<file path="config.mk">
export PLATFORM = sky130hd
export DESIGN_NAME = exc_ctrl_flat
export DESIGN_NICKNAME = d
export VERILOG_FILES = /design/src/rtl/exc_pkg.sv /design/src/rtl/exc_ctrl_if.sv /design/src/rtl/exc_vector.sv /design/src/rtl/exc_ctrl.sv /design/src/flat_wrapper.sv
export SDC_FILE = /design/constraint.sdc
export NUM_CORES = 1
export LEC_CHECK = 0
export CORE_ASPECT_RATIO = 1.5
export CORE_MARGIN = 2
export CORE_UTILIZATION = 30
export DETAILED_ROUTE_END_ITERATION = 8
export GPL_TIMING_DRIVEN = 0
export PLACE_DENSITY = 0.58
export SLEW_MARGIN = 20
export SYNTH_ARGS = -nofsm -noshare
export SYNTH_HDL_FRONTEND = slang
export SYNTH_SLANG_ARGS = --single-unit
</file>
<file path="constraint.sdc">
create_clock -name clk -period 3.5 [get_ports clk]
set_input_delay 0.7 -clock clk [delete_from_list [all_inputs] [get_ports clk]]
set_output_delay 0.7 -clock clk [all_outputs]
set_load 0.01 [all_outputs]
</file>
<file path="src/rtl/exc_pkg.sv">
// exc_pkg: shared definitions for the exception control slice.
// ExcCode values, exception vector offsets, the exception record carried
// down the pipeline, and the controller state type.
package exc_pkg;

    localparam logic [4:0] EXC_INT  = 5'd0;
    localparam logic [4:0] EXC_MOD  = 5'd1;
    localparam logic [4:0] EXC_TLBL = 5'd2;
    localparam logic [4:0] EXC_TLBS = 5'd3;
    localparam logic [4:0] EXC_ADEL = 5'd4;
    localparam logic [4:0] EXC_ADES = 5'd5;
    localparam logic [4:0] EXC_SYS  = 5'd8;
    localparam logic [4:0] EXC_BP   = 5'd9;
    localparam logic [4:0] EXC_RI   = 5'd10;
    localparam logic [4:0] EXC_CPU  = 5'd11;
    localparam logic [4:0] EXC_OV   = 5'd12;

    localparam logic [31:0] VEC_OFF_REFILL  = 32'h0000_0000;
    localparam logic [31:0] VEC_OFF_INT     = 32'h0000_0200;
    localparam logic [31:0] VEC_OFF_GENERAL = 32'h0000_0180;
    // With BEV=1 the exception vectors sit 0x200 above the boot base.
    localparam logic [31:0] BEV_BASE_OFF    = 32'h0000_0200;

    // Oldest fault of one instruction, carried IF -> MEM.
    typedef struct packed {
        logic        exc;
        logic [4:0]  code;
        logic [31:0] pc;
        logic        bd;
        logic [31:0] badva;
        logic        refill;
        logic [1:0]  copNum;
    } excRec_t;

    typedef enum logic [1:0] {
        ST_NORMAL,
        ST_FLUSH,
        ST_ERET
    } excState_t;

    // Drop the fault of a record whose instruction is being flushed.
    function automatic excRec_t killRec(input excRec_t rec, input logic kill);
        excRec_t r;
        r = rec;
        if (kill) begin
            r.exc = 1'b0;
        end
        return r;
    endfunction

    // Codes that report a faulting virtual address to BadVAddr.
    function automatic logic isAddrCode(input logic [4:0] code);
        return (code >= EXC_MOD) && (code <= EXC_ADES);
    endfunction

endpackage

</file>
<file path="src/rtl/exc_ctrl_if.sv">
// exc_ctrl_if: exchange between the exception controller and CP0.
// master = exception controller side, slave = CP0 side.
interface exc_ctrl_if;

    logic        interrupt;
    logic        statusEXL;
    logic        statusERL;
    logic        statusBEV;
    logic        causeIV;
    logic [31:0] regEPCOut;
    logic [31:0] regErrorEPCOut;

    logic        excAccept;
    logic [31:0] regEPCIn;
    logic        bdIn;
    logic [4:0]  excCodeIn;
    logic [1:0]  copNum;
    logic [31:0] badVAddrIn;
    logic        writeBadVAddr;

    modport master (
        input  interrupt, statusEXL, statusERL, statusBEV, causeIV,
        input  regEPCOut, regErrorEPCOut,
        output excAccept, regEPCIn, bdIn, excCodeIn, copNum,
        output badVAddrIn, writeBadVAddr
    );

    modport slave (
        output interrupt, statusEXL, statusERL, statusBEV, causeIV,
        output regEPCOut, regErrorEPCOut,
        input  excAccept, regEPCIn, bdIn, excCodeIn, copNum,
        input  badVAddrIn, writeBadVAddr
    );

endinterface

</file>
<file path="src/rtl/exc_vector.sv">
// exc_vector: exception vector address from BEV/EXL/IV, code and refill.
// Build option EXC_TLB_REFILL_EN enables the dedicated TLB refill vector.
module exc_vector
    import exc_pkg::*;
#(
    parameter logic [31:0] RESET_VEC = 32'hBFC0_0000,
    parameter logic [31:0] KSEG0_VEC = 32'h8000_0000
) (
    input  logic        statusBEV,
    input  logic        statusEXL,
    input  logic        causeIV,
    input  logic [4:0]  code,
    input  logic        refill,
    output logic [31:0] vector
);

    logic        takeRefill;
    logic [31:0] base;
    logic [31:0] offset;

    // Select base and offset, then form the vector.
    always_comb begin
`ifdef EXC_TLB_REFILL_EN
        takeRefill = refill && !statusEXL && ((code == EXC_TLBL) || (code == EXC_TLBS));
`else
        // Refill and EXL have no influence on the vector in this build.
        takeRefill = 1'b0 & refill & ~statusEXL;
`endif
        base = statusBEV ? (RESET_VEC + BEV_BASE_OFF) : KSEG0_VEC;
        if (takeRefill) begin
            offset = VEC_OFF_REFILL;
        end else if ((code == EXC_INT) && causeIV) begin
            offset = VEC_OFF_INT;
        end else begin
            offset = VEC_OFF_GENERAL;
        end
        vector = base + offset;
    end

endmodule

</file>
<file path="src/rtl/exc_ctrl.sv">
// exc_ctrl: exception control unit for the 5-stage MIPS pipeline.
// Carries the oldest fault to MEM, commits it (or an interrupt) to CP0,
// flushes the pipeline and redirects fetch to the vector or to EPC on ERET.
// Build option EXC_TLB_REFILL_EN (see exc_vector) enables the refill vector.
module exc_ctrl
    import exc_pkg::*;
#(
    parameter logic [31:0] RESET_VEC = 32'hBFC0_0000,
    parameter logic [31:0] KSEG0_VEC = 32'h8000_0000
) (
    input  logic              clk,
    input  logic              rst,
    input  logic              stall,
    input  logic              if_valid,
    input  logic              id_valid,
    input  logic              ex_valid,
    input  logic              mem_valid,
    input  logic [31:0]       if_pc,
    input  logic              id_bd,
    input  logic              if_adel,
    input  logic              if_tlbl,
    input  logic              if_tlbRefill,
    input  logic              id_ri,
    input  logic              id_sys,
    input  logic              id_bp,
    input  logic              id_cpu,
    input  logic [1:0]        id_copNum,
    input  logic              ex_ov,
    input  logic              mem_adel,
    input  logic              mem_ades,
    input  logic              mem_tlbl,
    input  logic              mem_tlbs,
    input  logic              mem_mod,
    input  logic              mem_tlbRefill,
    input  logic [31:0]       mem_addr,
    input  logic              eret,
    exc_ctrl_if.master        cp0,
    output logic [3:0]        flush,
    output logic              redirect,
    output logic [31:0]       redirectPC
);

    excState_t   state, stateNext;
    excRec_t     ifRec, idOut, exOut, memOut;
    excRec_t     idRec, exRec, memRec;
    logic        commit;
    logic        eretTake;
    logic [4:0]  commitCode;
    logic        commitRefill;
    logic [31:0] vector;
    logic [31:0] redirPCReg;

    // IF: start a record with the fetch PC and any fetch fault.
    always_comb begin
        ifRec       = '0;
        ifRec.pc    = if_pc;
        ifRec.badva = if_pc;
        if (if_valid && if_adel) begin
            ifRec.exc  = 1'b1;
            ifRec.code = EXC_ADEL;
        end else if (if_valid && if_tlbl) begin
            ifRec.exc    = 1'b1;
            ifRec.code   = EXC_TLBL;
            ifRec.refill = if_tlbRefill;
        end
    end

    // ID: tag delay slot and add decode faults (CpU > RI > Sys > Bp).
    always_comb begin
        idOut    = idRec;
        idOut.bd = id_bd;
        if (id_valid && !idRec.exc) begin
            if (id_cpu) begin
                idOut.exc    = 1'b1;
                idOut.code   = EXC_CPU;
                idOut.copNum = id_copNum;
            end else if (id_ri) begin
                idOut.exc  = 1'b1;
                idOut.code = EXC_RI;
            end else if (id_sys) begin
                idOut.exc  = 1'b1;
                idOut.code = EXC_SYS;
            end else if (id_bp) begin
                idOut.exc  = 1'b1;
                idOut.code = EXC_BP;
            end
        end
    end

    // EX: add arithmetic overflow.
    always_comb begin
        exOut = exRec;
        if (ex_valid && !exRec.exc && ex_ov) begin
            exOut.exc  = 1'b1;
            exOut.code = EXC_OV;
        end
    end

    // MEM: add data-side faults (AdEL > AdES > TLBL > TLBS > Mod).
    always_comb begin
        memOut = memRec;
        if (mem_valid && !memRec.exc) begin
            if (mem_adel) begin
                memOut.exc   = 1'b1;
                memOut.code  = EXC_ADEL;
                memOut.badva = mem_addr;
            end else if (mem_ades) begin
                memOut.exc   = 1'b1;
                memOut.code  = EXC_ADES;
                memOut.badva = mem_addr;
            end else if (mem_tlbl) begin
                memOut.exc    = 1'b1;
                memOut.code   = EXC_TLBL;
                memOut.badva  = mem_addr;
                memOut.refill = mem_tlbRefill;
            end else if (mem_tlbs) begin
                memOut.exc    = 1'b1;
                memOut.code   = EXC_TLBS;
                memOut.badva  = mem_addr;
                memOut.refill = mem_tlbRefill;
            end else if (mem_mod) begin
                memOut.exc   = 1'b1;
                memOut.code  = EXC_MOD;
                memOut.badva = mem_addr;
            end
        end
    end

    // Stage registers: advance unless stalled. A flushed instruction loses
    // its fault whether it moves on (source stage flushed) or is held in
    // place by the stall (own stage flushed).
    always_ff @(posedge clk) begin
        if (rst) begin
            idRec  <= '0;
            exRec  <= '0;
            memRec <= '0;
        end else if (stall) begin
            idRec  <= killRec(idRec, flush[1]);
            exRec  <= killRec(exRec, flush[2]);
            memRec <= killRec(memRec, flush[3]);
        end else begin
            idRec  <= killRec(ifRec, flush[0]);
            exRec  <= killRec(idOut, flush[1]);
            memRec <= killRec(exOut, flush[2]);
        end
    end

    // Commit decision in MEM; interrupt overrides any carried fault.
    always_comb begin
        commit       = !rst && (state == ST_NORMAL) && mem_valid
                       && (cp0.interrupt || memOut.exc);
        commitCode   = cp0.interrupt ? EXC_INT : memOut.code;
        commitRefill = !cp0.interrupt && memOut.refill;
        eretTake     = !rst && (state == ST_NORMAL) && eret && !commit;
    end

    exc_vector #(
        .RESET_VEC (RESET_VEC),
        .KSEG0_VEC (KSEG0_VEC)
    ) uVector (
        .statusBEV (cp0.statusBEV),
        .statusEXL (cp0.statusEXL),
        .causeIV   (cp0.causeIV),
        .code      (commitCode),
        .refill    (commitRefill),
        .vector    (vector)
    );

    // Same-cycle CP0 update strobes on commit.
    always_comb begin
        cp0.excAccept     = commit;
        cp0.writeBadVAddr = commit && isAddrCode(commitCode);
        cp0.badVAddrIn    = memOut.badva;
        cp0.copNum        = (commit && (commitCode == EXC_CPU)) ? memOut.copNum : 2'b00;
    end

    // Latch EPC/BD/ExcCode and the redirect target at commit or ERET.
    always_ff @(posedge clk) begin
        if (rst) begin
            cp0.regEPCIn  <= '0;
            cp0.bdIn      <= 1'b0;
            cp0.excCodeIn <= '0;
            redirPCReg    <= '0;
        end else if (commit) begin
            cp0.regEPCIn  <= memOut.bd ? (memOut.pc - 32'd4) : memOut.pc;
            cp0.bdIn      <= memOut.bd;
            cp0.excCodeIn <= commitCode;
            redirPCReg    <= vector;
        end else if (eretTake) begin
            redirPCReg    <= cp0.statusERL ? cp0.regErrorEPCOut : cp0.regEPCOut;
        end
    end

    // State register.
    always_ff @(posedge clk) begin
        if (rst) begin
            state <= ST_NORMAL;
        end else begin
            state <= stateNext;
        end
    end

    // Next state: commit beats a same-cycle ERET; both redirects last one cycle.
    always_comb begin
        stateNext = state;
        case (state)
            ST_NORMAL: begin
                if (commit) begin
                    stateNext = ST_FLUSH;
                end else if (eretTake) begin
                    stateNext = ST_ERET;
                end
            end
            ST_FLUSH: stateNext = ST_NORMAL;
            ST_ERET:  stateNext = ST_NORMAL;
            default:  stateNext = ST_NORMAL;
        endcase
    end

    // Flush and redirect outputs per state.
    always_comb begin
        flush      = '0;
        redirect   = 1'b0;
        redirectPC = '0;
        case (state)
            ST_FLUSH: begin
                flush      = 4'b1111;
                redirect   = 1'b1;
                redirectPC = redirPCReg;
            end
            ST_ERET: begin
                flush      = 4'b0011;
                redirect   = 1'b1;
                redirectPC = redirPCReg;
            end
            default: ;
        endcase
    end

endmodule

</file>
<file path="src/flat_wrapper.sv">
// flat-port wrapper written by rule: the top's interface ports become plain ports
module exc_ctrl_flat import exc_pkg::*;
#(
    parameter logic [31:0] RESET_VEC = 32'hBFC0_0000,
    parameter logic [31:0] KSEG0_VEC = 32'h8000_0000
)
  (clk, rst, stall, if_valid, id_valid, ex_valid, mem_valid, if_pc, id_bd, if_adel, if_tlbl, if_tlbRefill, id_ri, id_sys, id_bp, id_cpu, id_copNum, ex_ov, mem_adel, mem_ades, mem_tlbl, mem_tlbs, mem_mod, mem_tlbRefill, mem_addr, eret, flush, redirect, redirectPC, cp0_interrupt, cp0_statusEXL, cp0_statusERL, cp0_statusBEV, cp0_causeIV, cp0_regEPCOut, cp0_regErrorEPCOut, cp0_excAccept, cp0_regEPCIn, cp0_bdIn, cp0_excCodeIn, cp0_copNum, cp0_badVAddrIn, cp0_writeBadVAddr);
  exc_ctrl_if cp0_i ();
  input  logic clk;
  input  logic rst;
  input  logic stall;
  input  logic if_valid;
  input  logic id_valid;
  input  logic ex_valid;
  input  logic mem_valid;
  input  logic [31:0] if_pc;
  input  logic id_bd;
  input  logic if_adel;
  input  logic if_tlbl;
  input  logic if_tlbRefill;
  input  logic id_ri;
  input  logic id_sys;
  input  logic id_bp;
  input  logic id_cpu;
  input  logic [1:0] id_copNum;
  input  logic ex_ov;
  input  logic mem_adel;
  input  logic mem_ades;
  input  logic mem_tlbl;
  input  logic mem_tlbs;
  input  logic mem_mod;
  input  logic mem_tlbRefill;
  input  logic [31:0] mem_addr;
  input  logic eret;
  output logic [3:0] flush;
  output logic redirect;
  output logic [31:0] redirectPC;
  input wire logic [$bits(cp0_i.interrupt)-1:0] cp0_interrupt;
  input wire logic [$bits(cp0_i.statusEXL)-1:0] cp0_statusEXL;
  input wire logic [$bits(cp0_i.statusERL)-1:0] cp0_statusERL;
  input wire logic [$bits(cp0_i.statusBEV)-1:0] cp0_statusBEV;
  input wire logic [$bits(cp0_i.causeIV)-1:0] cp0_causeIV;
  input wire logic [$bits(cp0_i.regEPCOut)-1:0] cp0_regEPCOut;
  input wire logic [$bits(cp0_i.regErrorEPCOut)-1:0] cp0_regErrorEPCOut;
  output wire logic [$bits(cp0_i.excAccept)-1:0] cp0_excAccept;
  output wire logic [$bits(cp0_i.regEPCIn)-1:0] cp0_regEPCIn;
  output wire logic [$bits(cp0_i.bdIn)-1:0] cp0_bdIn;
  output wire logic [$bits(cp0_i.excCodeIn)-1:0] cp0_excCodeIn;
  output wire logic [$bits(cp0_i.copNum)-1:0] cp0_copNum;
  output wire logic [$bits(cp0_i.badVAddrIn)-1:0] cp0_badVAddrIn;
  output wire logic [$bits(cp0_i.writeBadVAddr)-1:0] cp0_writeBadVAddr;
  assign cp0_i.interrupt = cp0_interrupt;
  assign cp0_i.statusEXL = cp0_statusEXL;
  assign cp0_i.statusERL = cp0_statusERL;
  assign cp0_i.statusBEV = cp0_statusBEV;
  assign cp0_i.causeIV = cp0_causeIV;
  assign cp0_i.regEPCOut = cp0_regEPCOut;
  assign cp0_i.regErrorEPCOut = cp0_regErrorEPCOut;
  assign cp0_excAccept = cp0_i.excAccept;
  assign cp0_regEPCIn = cp0_i.regEPCIn;
  assign cp0_bdIn = cp0_i.bdIn;
  assign cp0_excCodeIn = cp0_i.excCodeIn;
  assign cp0_copNum = cp0_i.copNum;
  assign cp0_badVAddrIn = cp0_i.badVAddrIn;
  assign cp0_writeBadVAddr = cp0_i.writeBadVAddr;
  exc_ctrl #(.RESET_VEC(RESET_VEC), .KSEG0_VEC(KSEG0_VEC)) u_core (.clk(clk), .rst(rst), .stall(stall), .if_valid(if_valid), .id_valid(id_valid), .ex_valid(ex_valid), .mem_valid(mem_valid), .if_pc(if_pc), .id_bd(id_bd), .if_adel(if_adel), .if_tlbl(if_tlbl), .if_tlbRefill(if_tlbRefill), .id_ri(id_ri), .id_sys(id_sys), .id_bp(id_bp), .id_cpu(id_cpu), .id_copNum(id_copNum), .ex_ov(ex_ov), .mem_adel(mem_adel), .mem_ades(mem_ades), .mem_tlbl(mem_tlbl), .mem_tlbs(mem_tlbs), .mem_mod(mem_mod), .mem_tlbRefill(mem_tlbRefill), .mem_addr(mem_addr), .eret(eret), .cp0(cp0_i), .flush(flush), .redirect(redirect), .redirectPC(redirectPC));
endmodule
</file>
* Word-level counts from Yosys, hierarchy flattened
Cells that the tools add are included.
** Word-level totals
- Input bits :: 158
- Bits in registers :: 195
** Cells by class
- Eq/ne operators :: 6
- Mux-type cells :: 49
- Reductions and logical operators :: 27
- Bitwise logic cells :: 1
- Magnitude comparators :: 2
- Add/sub/neg operators :: 2
** Operator list (number)
- $mux W32 :: 9
- $mux W74 :: 3
- $mux W6 :: 14
- $mux W33 :: 2
- $add A32 B10 Y32 :: 1
- $sub A32 B3 Y32 const B :: 1
- $mux W30 :: 1
- $logic_and A1 B1 Y1 :: 15
- $mux W1 :: 14
- $mux W10 :: 1
- $pmux W4 S2 :: 1
- $mux W2 :: 3
- $ne A2 B1 Y1 const B :: 3
- $eq A5 B4 Y1 const B :: 1
- $ge A5 B1 Y1 const B :: 1
- $le A5 B3 Y1 const B :: 1
- $logic_not A1 Y1 :: 5
- $logic_not A5 Y1 :: 1
- $mux W5 :: 1
- $reduce_or A2 Y1 :: 2
- $reduce_or A3 Y1 :: 1
- $eq A2 B1 Y1 const B :: 1
- $eq A2 B2 Y1 const B :: 1
- $logic_not A2 Y1 :: 1
- other kinds (3) :: 3

* Depth between registers and ports, before layout
Gate-level depths: netlist of run 1.
- Depth after elaboration :: 12
- Depth in mapped cells :: 9
- Gate-level depth less buffers :: 8

* Hierarchy
A second synthesis of run 1 with hierarchy kept.
** Second synthesis, totals
- Cells, all modules :: 1059
- Area, all modules :: 9371.5 sq um
** Modules (own cells, without submodules)
- exc_ctrl :: instances 1, area an instance 9107.5 sq um, cells each 1023, seq. area each 3783.6 sq um
- exc_vector :: instances 1, area an instance 264.0 sq um, cells each 36, seq. area each 0.0 sq um

* Worst setup path before layout of run 1
OpenSTA, ideal clock, no wires.
- Kind :: in2out
- From :: in mem_valid
- To :: out cp0_writeBadVAddr
- Path buffers :: 2
- Stages :: 6
- Setup slack :: 0.671 ns
- Data arrival time :: 2.129 ns
- Path through :: nor2b_1 > o21a_1 > clkbuf_1 > clkbuf_1 > nor3_1 > nor4_1
** On the way
- Cells in the longest elaborated chain, start to end :: 6
- Elaborated cells on any way between the ends :: 10
** Ends and longest elaborated chain
- start: declaration :: RTL line flat_wrapper.sv:15 : input logic mem_valid;
- $logic_and A1 B1 Y1 :: RTL line exc_ctrl.sv:102 : if (mem_valid && !memRec.exc) begin
- $mux W6 :: RTL line exc_ctrl.sv:102
- $mux W5 :: RTL line exc_ctrl.sv:152 : commitCode = cp0.interrupt ? EXC_INT : memOut.code;
- $ge A5 B1 Y1 / $le A5 B3 Y1 (equally long branches) :: RTL line exc_pkg.sv:53 : return (code >= EXC_MOD) && (code <= EXC_ADES);
- $logic_and A1 B1 Y1 :: RTL line exc_pkg.sv:53
- $logic_and A1 B1 Y1 (*) :: RTL line exc_ctrl.sv:172 : cp0.writeBadVAddr = commit && isAddrCode(commitCode);
- end: declaration :: RTL line flat_wrapper.sv:51 : output wire logic [$bits(cp0_i.writeBadVAddr)-1:0] cp0_writeBadVAddr;
Every way passes the cells marked *; elsewhere a longest branch is shown, timed or not.

==> results of run 1 <==
==> metrics by stage <==
step	TNS, ns	worst slack [ns]	total power, mW
after floorplan	0	0.671	2.84
after global placement	-35.97	-1.39	3.33
after detailed placement	-35.23	-1.36	3.34
after CTS	-0.106	-0.0996	5.30
after global routing	-0.0116	-0.00597	5.47
final	0	0.0821	5.23
==> where the power goes <==
group	leakage, nW	internal [mW]	switching [mW]	total, mW
clock network	0.283	1.14	0.814	1.96
logic	3.28	0.535	0.459	0.995
registers	1.52	2.22	0.0643	2.28
total	5.08	3.90	1.34	5.23
==> path summary, 6_finish.rpt <==
| check | startpoint | endpoint | slack [ns] | cells after the start |
|---|---|---|---|---|
| worst min register to register | u_core.redirPCReg[23] | u_core.redirPCReg[23] | 0.45 | 2 |
| worst max-delay path | mem_valid | cp0_badVAddrIn[7] | 0.08 | 8 |
| worst max register to register | u_core.state[1] | u_core.cp0.regEPCIn[21] | 1.05 | 9 |
| worst min-delay path | u_core.redirPCReg[23] | u_core.redirPCReg[23] | 0.45 | 2 |
==> cells in the final DEF, fill, tap and decap left out, types with 4 or more instances in the layout <==
cell,instances
a211o_1,10
ha_1,4
buf_4,45
dlygate4sd2_1,36
xnor2_1,22
inv_1,13
nor4_1,6
mux2_2,52
clkbuf_1,44
nor4_2,5
buf_1,7
mux2i_1,111
nor3_1,13
o21ai_0,9
a211oi_1,23
or3_1,4
xor2_1,5
and2_1,34
nor4b_2,5
nor2_1,177
a21oi_1,30
clkdlybuf4s50_1,221
a22oi_1,21
nand2_1,37
buf_2,8
clkbuf_16,18
dfxtp_1,186
==> cell families (layout without fill, tap and decap cells) <==
family                   count (synthesis)  count (layout)  synth area share, %
adder cells (fa/ha/maj)                  4               4                0.571
AO/OA/AOI/OAI                          124             124                 9.95
XOR/XNOR                                27              27                 2.70
multiplexers                           163             163                 19.4
flip-flops                             186             186                 42.5
AND/OR/NAND/NOR                        319             319                 18.2
buffers and inverters                  115             412                 6.68
other                                    1               1               0.0428
==> flip-flops by register name, summed over array words and instances, names as in the netlist <==
register              flops
u_core.memOut            35
u_core.state              2
u_core.idRec              3
u_core.redirPCReg        32
u_core.cp0.regEPCIn      32
u_core.exOut             35
u_core.idOut             32
u_core.memRec             5
u_core.cp0.excCodeIn      4
u_core.cp0.bdIn           1
u_core.exRec              5
==> final cells by class <==
cell class | instances | area (µm²)
sequential | 186 | 3720
clock inverter | 11 | 145
clock buffer | 21 | 450
buffer | 99 | 569
multi-input combinational | 638 | 4520
tap | 390 | 488
inverter | 14 | 52.6
timing repair buffer | 267 | 2620
fill | 2888 | 16200
==> layer usage <==
layer | vias to the layer above | global-route usage [%] | wire length (µm)
met5 | - | 0 | 0
met4 | 0 | 6.12 | 544
met3 | 31 | 3.68 | 1560
met2 | 214 | 35.1 | 15100
met1 | 3449 | 17.7 | 10300
li1 | 3781 | - | -
==> timing repair <==
action,4_1_cts,5_1_grt
endpoints found under the setup margin,36,30
hold endpoints to repair,0,0
pin swaps,3,1
buffers inserted,6,0
hold buffers,0,0
gates resized for setup,59,10
==> critical path, delay by kind of cell <==
| family | cells | cell delay (ns) |
|---|---|---|
| compound gates | 1 | 0.24 |
| buf+inv | 5 | 1.09 |
| mux | 1 | 0.34 |
| simple gates | 1 | 0.33 |
==> impl_metrics.env, run 1 <==
export IMPL_io_buffers=261
export IMPL_drc=0
export IMPL_core_um2=28700
export IMPL_finalSetupViolCount=0
export IMPL_syn_nets=1101
export IMPL_dr_total_vias=7475
export IMPL_routed_wl_um=27500
export IMPL_design_area_um2=12600
export IMPL_grt_ovfl_total=0
export IMPL_yosys_area_top_type_share_pct=42.5
export IMPL_placedCellCount=1590
export IMPL_cts_htree_levels=4
export IMPL_worstSetupPathType="input port to output pin"
export IMPL_dr_pass1_iters=4
export IMPL_synthTopCellsByCount="dfxtp_1, nor2_1, mux2i_1, mux2_2, clkbuf_1"
export IMPL_crit_required_ns=2.80
export IMPL_synthFlopType="dfxtp_1"
export IMPL_hold_worst_slack_ns=0.452
export IMPL_grt_max_degree=17
export IMPL_via_per_inst=4.60
export IMPL_cp_end_kind="output pin"
export IMPL_fin_nets=1385
export IMPL_antenna_found_initial=0
export IMPL_postSynthAreaPerCell_um2=9.33
export IMPL_cts_made_buffers=17
export IMPL_status="complete, no violations"
export IMPL_dieArea_um2=30600
export IMPL_grtUsageTotal_pct=17.6
export IMPL_clock_sinks=186
export IMPL_diodes=0
export IMPL_cpMostUsedCell="buf_4"
export IMPL_fin_cells=1626
export IMPL_path_max_fanout=10
export IMPL_holdCritPathClass="flop to flop"
export IMPL_cts_tree="yes"
export IMPL_area_growth_pct=43.3
export IMPL_slowest_stage="clkdlybuf4s15_1"
export IMPL_max_freq_ghz=0.293
export IMPL_dieHeight_um=213
export IMPL_finalMaxSlewViolations=0
export IMPL_clock_skew_ns=0.00651
export IMPL_yosysSeqAreaShare_pct=42.5
export IMPL_irDropWorstVdd_mv=0.310
export IMPL_drive_above_1_share_pct=13.7
export IMPL_ctsRootBufferMaster="clkbuf_16"
export IMPL_relSlewSlack_pct=46.1
export IMPL_clk_pin_slew_ns=0.06
export IMPL_gp_congestion=0.805
export IMPL_fin_crit_ns=3.42
export IMPL_hold_violations=0
export IMPL_ys_seq_elements=186
export IMPL_dpl_instance_area_um2=11900
export IMPL_yosysWarnings=0
export IMPL_drt_iter0_markers=248
export IMPL_fin_util_pct=43.7
export IMPL_start_util_pct=30.5
export IMPL_crit_arrival_ns=2.72
export IMPL_start_kind="input port"
export IMPL_syn_area_um2=8760
export IMPL_drtAntennaViolNets=0
export IMPL_p_leak_nw=5.08
export IMPL_grt_first_pass_wirelength_um=40800
export IMPL_synthTopCellsByArea="dfxtp_1, mux2i_1, nor2_1"
export IMPL_synth_cell_type_count=65
export IMPL_max_slew_worst_pin_slew_ns=0.809
export IMPL_row_count=76
export IMPL_async_flop_share_pct=0
export IMPL_power_density_nw_per_um2=417
export IMPL_netlist_top_cell_by_area="dfxtp_1"
export IMPL_slowest_delay_ns=0.40
export IMPL_synth_cells=939
export IMPL_synth_edf_count=0
export IMPL_cap_violations=0
export IMPL_worstSkewPairLatency_ns=0.43
export IMPL_post_route_period_util_pct=97.7
export IMPL_yosys_cell_count_top_type="dfxtp_1"
export IMPL_post_drt_wl_per_cell_um=16.9
export IMPL_path_cells="clkdlybuf4s15_1 -> nor2b_2 -> o21a_4 -> buf_4 -> buf_4 -> mux2_2 -> buf_4 -> dlygate4sd2_1"
export IMPL_fp_dieW_um=144
export IMPL_boundaryPins=269
export IMPL_cts_buffer_depth=2
export IMPL_dp_hpwl_um=22300
export IMPL_first_global_vias=7396
Note: power is estimated with default switching activity, not from simulation.
==> inputs of run 2 (changes only) <==
--- a/config.mk
+++ b/config.mk
@@ -6,11 +6,10 @@
 export NUM_CORES = 1
 export LEC_CHECK = 0
 export CORE_ASPECT_RATIO = 1.5
-export CORE_MARGIN = 2
 export CORE_UTILIZATION = 30
 export DETAILED_ROUTE_END_ITERATION = 8
+export GPL_ROUTABILITY_DRIVEN = 0
 export GPL_TIMING_DRIVEN = 0
-export PLACE_DENSITY = 0.58
 export SLEW_MARGIN = 20
 export SYNTH_ARGS = -nofsm -noshare
 export SYNTH_HDL_FRONTEND = slang
==> impl_metrics.env, run 2 (same netlist as run 1, synthesis figures left out) <==
export IMPL_timing_rr_start="u_core.state[0]"
export IMPL_drt_iter0_markers=290
export IMPL_dp_slack_ns=-1.42
export IMPL_clock_sinks=186
export IMPL_finalMaxSlewViolations=0
export IMPL_power_density_nw_per_um2=419
export IMPL_fin_util_pct=43.8
export IMPL_clockPowerShare_pct=37.8
export IMPL_post_route_period_util_pct=96.7
export IMPL_dr_pass1_iters=4
export IMPL_irDropWorstVdd_mv=0.315
export IMPL_cts_made_buffers=17
export IMPL_path_max_fanout=10
export IMPL_comb_power_share_pct=18.9
export IMPL_row_count=76
export IMPL_finalSetupViolCount=0
export IMPL_grt_ovfl_total=0
export IMPL_swShare_pct=27.2
export IMPL_core_um2=28700
export IMPL_endpoint="cp0_badVAddrIn[24]"
export IMPL_crit_family="buffers and inverters"
export IMPL_cap_violations=0
export IMPL_fin_ws_ns=0.114
export IMPL_cts_htree_levels=4
export IMPL_via_per_inst=4.65
export IMPL_cts_buffer_depth=2
export IMPL_post_drt_wl_per_cell_um=16.9
export IMPL_hold_violations=0
export IMPL_fin_crit_ns=3.39
export IMPL_p_int_mw=3.84
export IMPL_placedCellCount=1590
export IMPL_boundaryPins=269
export IMPL_cts_tree="yes"
export IMPL_rsz0062_at_grt="no"
export IMPL_slowest_delay_ns=0.42
export IMPL_final_cell_mix="clkdlybuf4s50_1, dfxtp_1, nor2_1"
export IMPL_dieArea_um2=29900
export IMPL_num_fill_cells=2933
export IMPL_crit_required_ns=2.80
export IMPL_p_leak_nw=5.09
export IMPL_cp_end_kind="output pin"
export IMPL_max_slew_worst_pin_slew_ns=0.776
export IMPL_drtAntennaViolNets=0
export IMPL_max_freq_ghz=0.295
export IMPL_fin_cells=1627
export IMPL_cp_depth=8
export IMPL_ctsRootBufferMaster="clkbuf_16"
export IMPL_diodes=0
export IMPL_reg2reg_setup_slack_ns=0.98
export IMPL_switching_power_mw=1.43
export IMPL_holdCritPathClass="flop to flop"
export IMPL_first_global_vias=7719
export IMPL_total_power_mw=5.27
export IMPL_dieHeight_um=211
export IMPL_final_common_cell="clkdlybuf4s50_1"
export IMPL_r2r_end="u_core.cp0.regEPCIn[20]"
export IMPL_clock_skew_ns=0.00714
export IMPL_dp_hpwl_um=22300
export IMPL_drive_above_1_share_pct=13.8
export IMPL_seq_power_share_pct=43.3
export IMPL_rr_worst_depth=9
export IMPL_dr_total_vias=7570
export IMPL_grt_max_degree=19
export IMPL_status="complete, no violations"
export IMPL_fp_dieW_um=142
export IMPL_slowest_stage="dlygate4sd2_1"
export IMPL_worstSkewPairLatency_ns=0.44
export IMPL_relSlewSlack_pct=48.2
export IMPL_clk_pin_slew_ns=0.07
export IMPL_crit_arrival_ns=2.69
export IMPL_antenna_found_initial=0
export IMPL_drc=0
export IMPL_start_kind="input port"
export IMPL_worstSetupPathType="input port to output pin"
export IMPL_grtUsageTotal_pct=18.8
export IMPL_start_util_pct=30.5
export IMPL_path_cells="dlygate4sd2_1 -> nor2b_2 -> o21a_4 -> buf_4 -> buf_6 -> mux2_2 -> buf_4 -> dlygate4sd2_1"
export IMPL_area_growth_pct=43.4
export IMPL_grt_first_pass_wirelength_um=42300
export IMPL_path_buf_inv=5
export IMPL_routed_wl_um=27500
export IMPL_io_buffers=261
export IMPL_fin_nets=1386
export IMPL_crit_start="mem_valid"
-- run 2: cell count changes in the layout (fill, tap and decap cells not counted), moves of 2 or more --
| cell | delta |
|---|---|
| clkbuf_1 | -3 |
| clkinv_2 | -3 |
| dlygate4sd2_1 | +2 |
| inv_6 | +4 |
| inv_8 | +4 |
-- run 2: layout make-up --
| class | instances | area [µm²] | share of cell area [%] |
|---|---|---|---|
| multi-input combinational | 638 | 4500 | 35.8 |
| sequential | 186 | 3720 | 29.6 |
| inverter | 14 | 52.6 | 0.418 |
| clock inverter | 15 | 181 | 1.44 |
| timing repair buffer | 268 | 2630 | 20.9 |
| tap | 390 | 488 | 3.88 |
| clock buffer | 17 | 425 | 3.39 |
| buffer | 99 | 573 | 4.56 |
-- run 2: worst reg2reg max path, stage by stage (launching register included) --
cell,delay (ns)
dfxtp_1,0.33
inv_1,0.06
ha_1,0.16
nor2b_2,0.28
o211ai_2,0.17
buf_4,0.18
inv_2,0.27
clkbuf_1,0.41
clkbuf_1,0.42
a211oi_1,0.14
-- run 2: worst min path at each step --
stage,start,depth (start not counted),endpoint,slack [ns]
5_1_grt,u_core.redirPCReg[9],2,u_core.redirPCReg[9],0.47
3_5_place_dp,u_core.redirPCReg[22],2,u_core.redirPCReg[22],0.44
4_1_cts,u_core.redirPCReg[22],2,u_core.redirPCReg[22],0.45
3_3_place_gp,u_core.redirPCReg[22],2,u_core.redirPCReg[22],0.44
6_report,u_core.redirPCReg[22],2,u_core.redirPCReg[22],0.45
2_1_floorplan,u_core.redirPCReg[10],2,u_core.redirPCReg[10],0.43
-- run 2: timing repair --
| item | 4_1_cts | 5_1_grt |
|---|---|---|
| hold endpoints to repair | 0 | 0 |
| buffers inserted | 6 | 1 |
| cloned | 0 | 0 |
| pin swaps | 3 | 2 |
| hold buffers | 0 | 0 |
| resized for setup | 61 | 3 |
| endpoints found under the setup margin | 37 | 20 |
-- run 2: power groups by stage --
stage               clock network, mW  registers, mW  logic [mW]
detailed placement                  0           2.33        1.01
global placement                    0           2.33       0.997
global route                     2.13           2.29        1.08
finish                           1.99           2.28       0.993
CTS                              2.05           2.28        1.01
floorplan                           0           2.32       0.516
-- run 2: routing by layer --
metal / GRT usage (%) / part of all wire, % / wire (µm)
met1: 18.7 / 37 / 10300
met2: 37.5 / 55 / 15100
met3: 3.71 / 5.1 / 1410
met4: 6.90 / 2.5 / 684
met5: 0 / 0 / 0
-- run 2: stage by stage --
stage          TNS (ns)  cell area [µm²]  hold WS, ns
6_report              0            12600        0.451
3_5_place_dp     -35.74            11900        0.442
5_1_grt               0            12600        0.472
4_1_cts               0            12600        0.452
3_3_place_gp     -35.18            11900        0.438
2_1_floorplan         0             8760        0.432
==> inputs of run 3 (changes only) <==
--- a/config.mk
+++ b/config.mk
@@ -10,6 +10,7 @@
 export DETAILED_ROUTE_END_ITERATION = 8
 export GPL_ROUTABILITY_DRIVEN = 0
 export GPL_TIMING_DRIVEN = 0
+export REMOVE_ABC_BUFFERS = 1
 export SLEW_MARGIN = 20
 export SYNTH_ARGS = -nofsm -noshare
 export SYNTH_HDL_FRONTEND = slang
==> impl_metrics.env, run 3 (same netlist as run 1, synthesis figures left out) <==
export IMPL_status="complete, no violations"
export IMPL_first_global_vias=6790
export IMPL_holdCritPathClass="flop to flop"
export IMPL_relSlewSlack_pct=52.9
export IMPL_core_um2=28700
export IMPL_timing_rr_start="u_core.memOut[44]"
export IMPL_dpl_instance_area_um2=11600
export IMPL_area_growth_pct=39.7
export IMPL_dieHeight_um=211
export IMPL_fin_cells=1536
export IMPL_min_from="u_core.redirPCReg[25]"
export IMPL_dr_pass1_iters=4
export IMPL_row_count=76
export IMPL_max_freq_ghz=0.290
export IMPL_worstSkewPairLatency_ns=0.45
export IMPL_final_common_cell="clkdlybuf4s50_1"
export IMPL_design_area_um2=12200
export IMPL_cts_htree_levels=4
export IMPL_start_kind="input port"
export IMPL_final_cell_mix="clkdlybuf4s50_1, dfxtp_1, nor2_1"
export IMPL_placedCellCount=1499
export IMPL_seq_area_um2=3720
export IMPL_cts_made_buffers=17
export IMPL_grt_max_degree=116
export IMPL_multi_input_area_um2=4530
export IMPL_crit_arrival_ns=2.75
export IMPL_ctsRootBufferMaster="clkbuf_16"
export IMPL_clock_sinks=186
export IMPL_dr_total_vias=7036
export IMPL_dp_slack_ns=-0.890
export IMPL_cap_violations=0
export IMPL_cp_end_kind="output pin"
export IMPL_crit_required_ns=2.80
export IMPL_clk_pin_slew_ns=0.07
export IMPL_finalSetupViolCount=0
export IMPL_drive_above_1_share_pct=11.4
export IMPL_io_buffers=264
export IMPL_boundaryPins=269
export IMPL_start_util_pct=30.5
export IMPL_routed_wl_um=22800
export IMPL_worst_hold_path_num_cells=2
export IMPL_irDropWorstVdd_mv=0.334
export IMPL_fin_util_pct=42.6
export IMPL_antenna_found_initial=0
export IMPL_fp_dieW_um=142
export IMPL_grtUsageTotal_pct=15.6
export IMPL_whs_endpoint="u_core.redirPCReg[25]"
export IMPL_clock_skew_ns=0.00879
export IMPL_drtAntennaViolNets=0
export IMPL_post_drt_wl_per_cell_um=14.9
export IMPL_post_route_period_util_pct=98.7
export IMPL_r2r_end="u_core.cp0.regEPCIn[31]"
export IMPL_cts_tree="yes"
export IMPL_finalMaxSlewViolations=0
export IMPL_rr_worst_depth=5
export IMPL_grt_first_pass_wirelength_um=35900
export IMPL_hold_violations=0
export IMPL_drt_iter0_markers=221
export IMPL_drc=0
export IMPL_power_density_nw_per_um2=421
export IMPL_p_leak_nw=4.79
export IMPL_reg2reg_setup_slack_ns=0.99
export IMPL_grt_ovfl_total=0
export IMPL_via_per_inst=4.58
export IMPL_dieArea_um2=29900
export IMPL_fin_nets=1295
export IMPL_cts_buffer_depth=2
export IMPL_postCtsHoldBufs=0
export IMPL_fin_crit_ns=3.45
export IMPL_diodes=0
export IMPL_max_slew_worst_pin_slew_ns=0.703
export IMPL_dp_hpwl_um=16500
export IMPL_worstSetupPathType="input port to output pin"
export IMPL_path_max_fanout=24
export IMPL_rsz0062_at_grt="no"
export IMPL_num_fill_cells=2871
export IMPL_fin_ws_ns=0.0471
run 3: cell count changes in the layout (fill, tap and decap cells not counted), sizes merged, moves of 30 or more:
| cell | change |
|---|---|
| buf | -48 |
| clkbuf | -42 |
| dlygate4sd2 | -31 |
| clkdlybuf4s50 | +30 |
run 3: power by group:
| group | internal [mW] | total, mW | leakage (nW) | switching, mW |
|---|---|---|---|---|
| sequential | 2.22 | 2.27 | 1.52 | 0.0577 |
| clock | 1.03 | 1.95 | 0.289 | 0.922 |
| combinational | 0.515 | 0.930 | 2.99 | 0.415 |
| total | 3.76 | 5.16 | 4.79 | 1.39 |
run 3: how the worst max path moves through the flow:
stage | slack (ns) | endpoint | from | depth (start not counted)
after detailed placement | -0.89 | cp0_excAccept | rst | 7
after global placement | -8.91 | u_core.redirPCReg[31] | rst | 6
after global routing | 0.001 | cp0_badVAddrIn[4] | mem_tlbl | 6
after floorplan | -1.07 | u_core.redirPCReg[31] | mem_ades | 5
after CTS | -0.11 | cp0_copNum[1] | mem_ades | 7
final | 0.05 | cp0_badVAddrIn[27] | mem_tlbl | 6
run 3: through the flow:
step           TNS (ns)  hold slack, ns  power (mW)
5_1_grt               0           0.474        5.42
2_1_floorplan    -30.55           0.426        2.71
6_report              0           0.451        5.16
4_1_cts          -0.106           0.454        5.26
3_5_place_dp     -20.64           0.444        3.26
3_3_place_gp    -956.84           0.438        3.27
run 3: worst max-delay path: stages:
cell	delay, ns
clkdlybuf4s50_1	0.46
or3_4	0.43
o21a_4	0.22
buf_12	0.16
mux2_2	0.23
clkdlybuf4s50_1	0.53
run 3: metal layers:
| layer | up-vias | global-route usage [%] | routed length, µm |
|---|---|---|---|
| li1 | 3604 | - | - |
| met1 | 3245 | 17.0 | 9290 |
| met2 | 172 | 29.1 | 12000 |
| met3 | 15 | 3.42 | 1100 |
| met4 | 0 | 6.41 | 399 |
| met5 | - | 0 | 0 |
run 3: timing repair:
item / CTS / global route
pin swaps: 2 / 1
endpoints found under the setup margin: 36 / 32
gates resized for setup: 18 / 6
buffers inserted: 2 / 3
run 3: cell type report:
| class | instances | share of cell area [%] |
|---|---|---|
| Clock buffer | 18 | 3.59 |
| Multi-Input combinational cell | 638 | 37.0 |
| Timing Repair Buffer | 276 | 23.3 |
| Clock inverter | 14 | 1.23 |
| Tap cell | 390 | 3.98 |
| Inverter | 14 | 0.490 |
| Sequential cell | 186 | 30.4 |
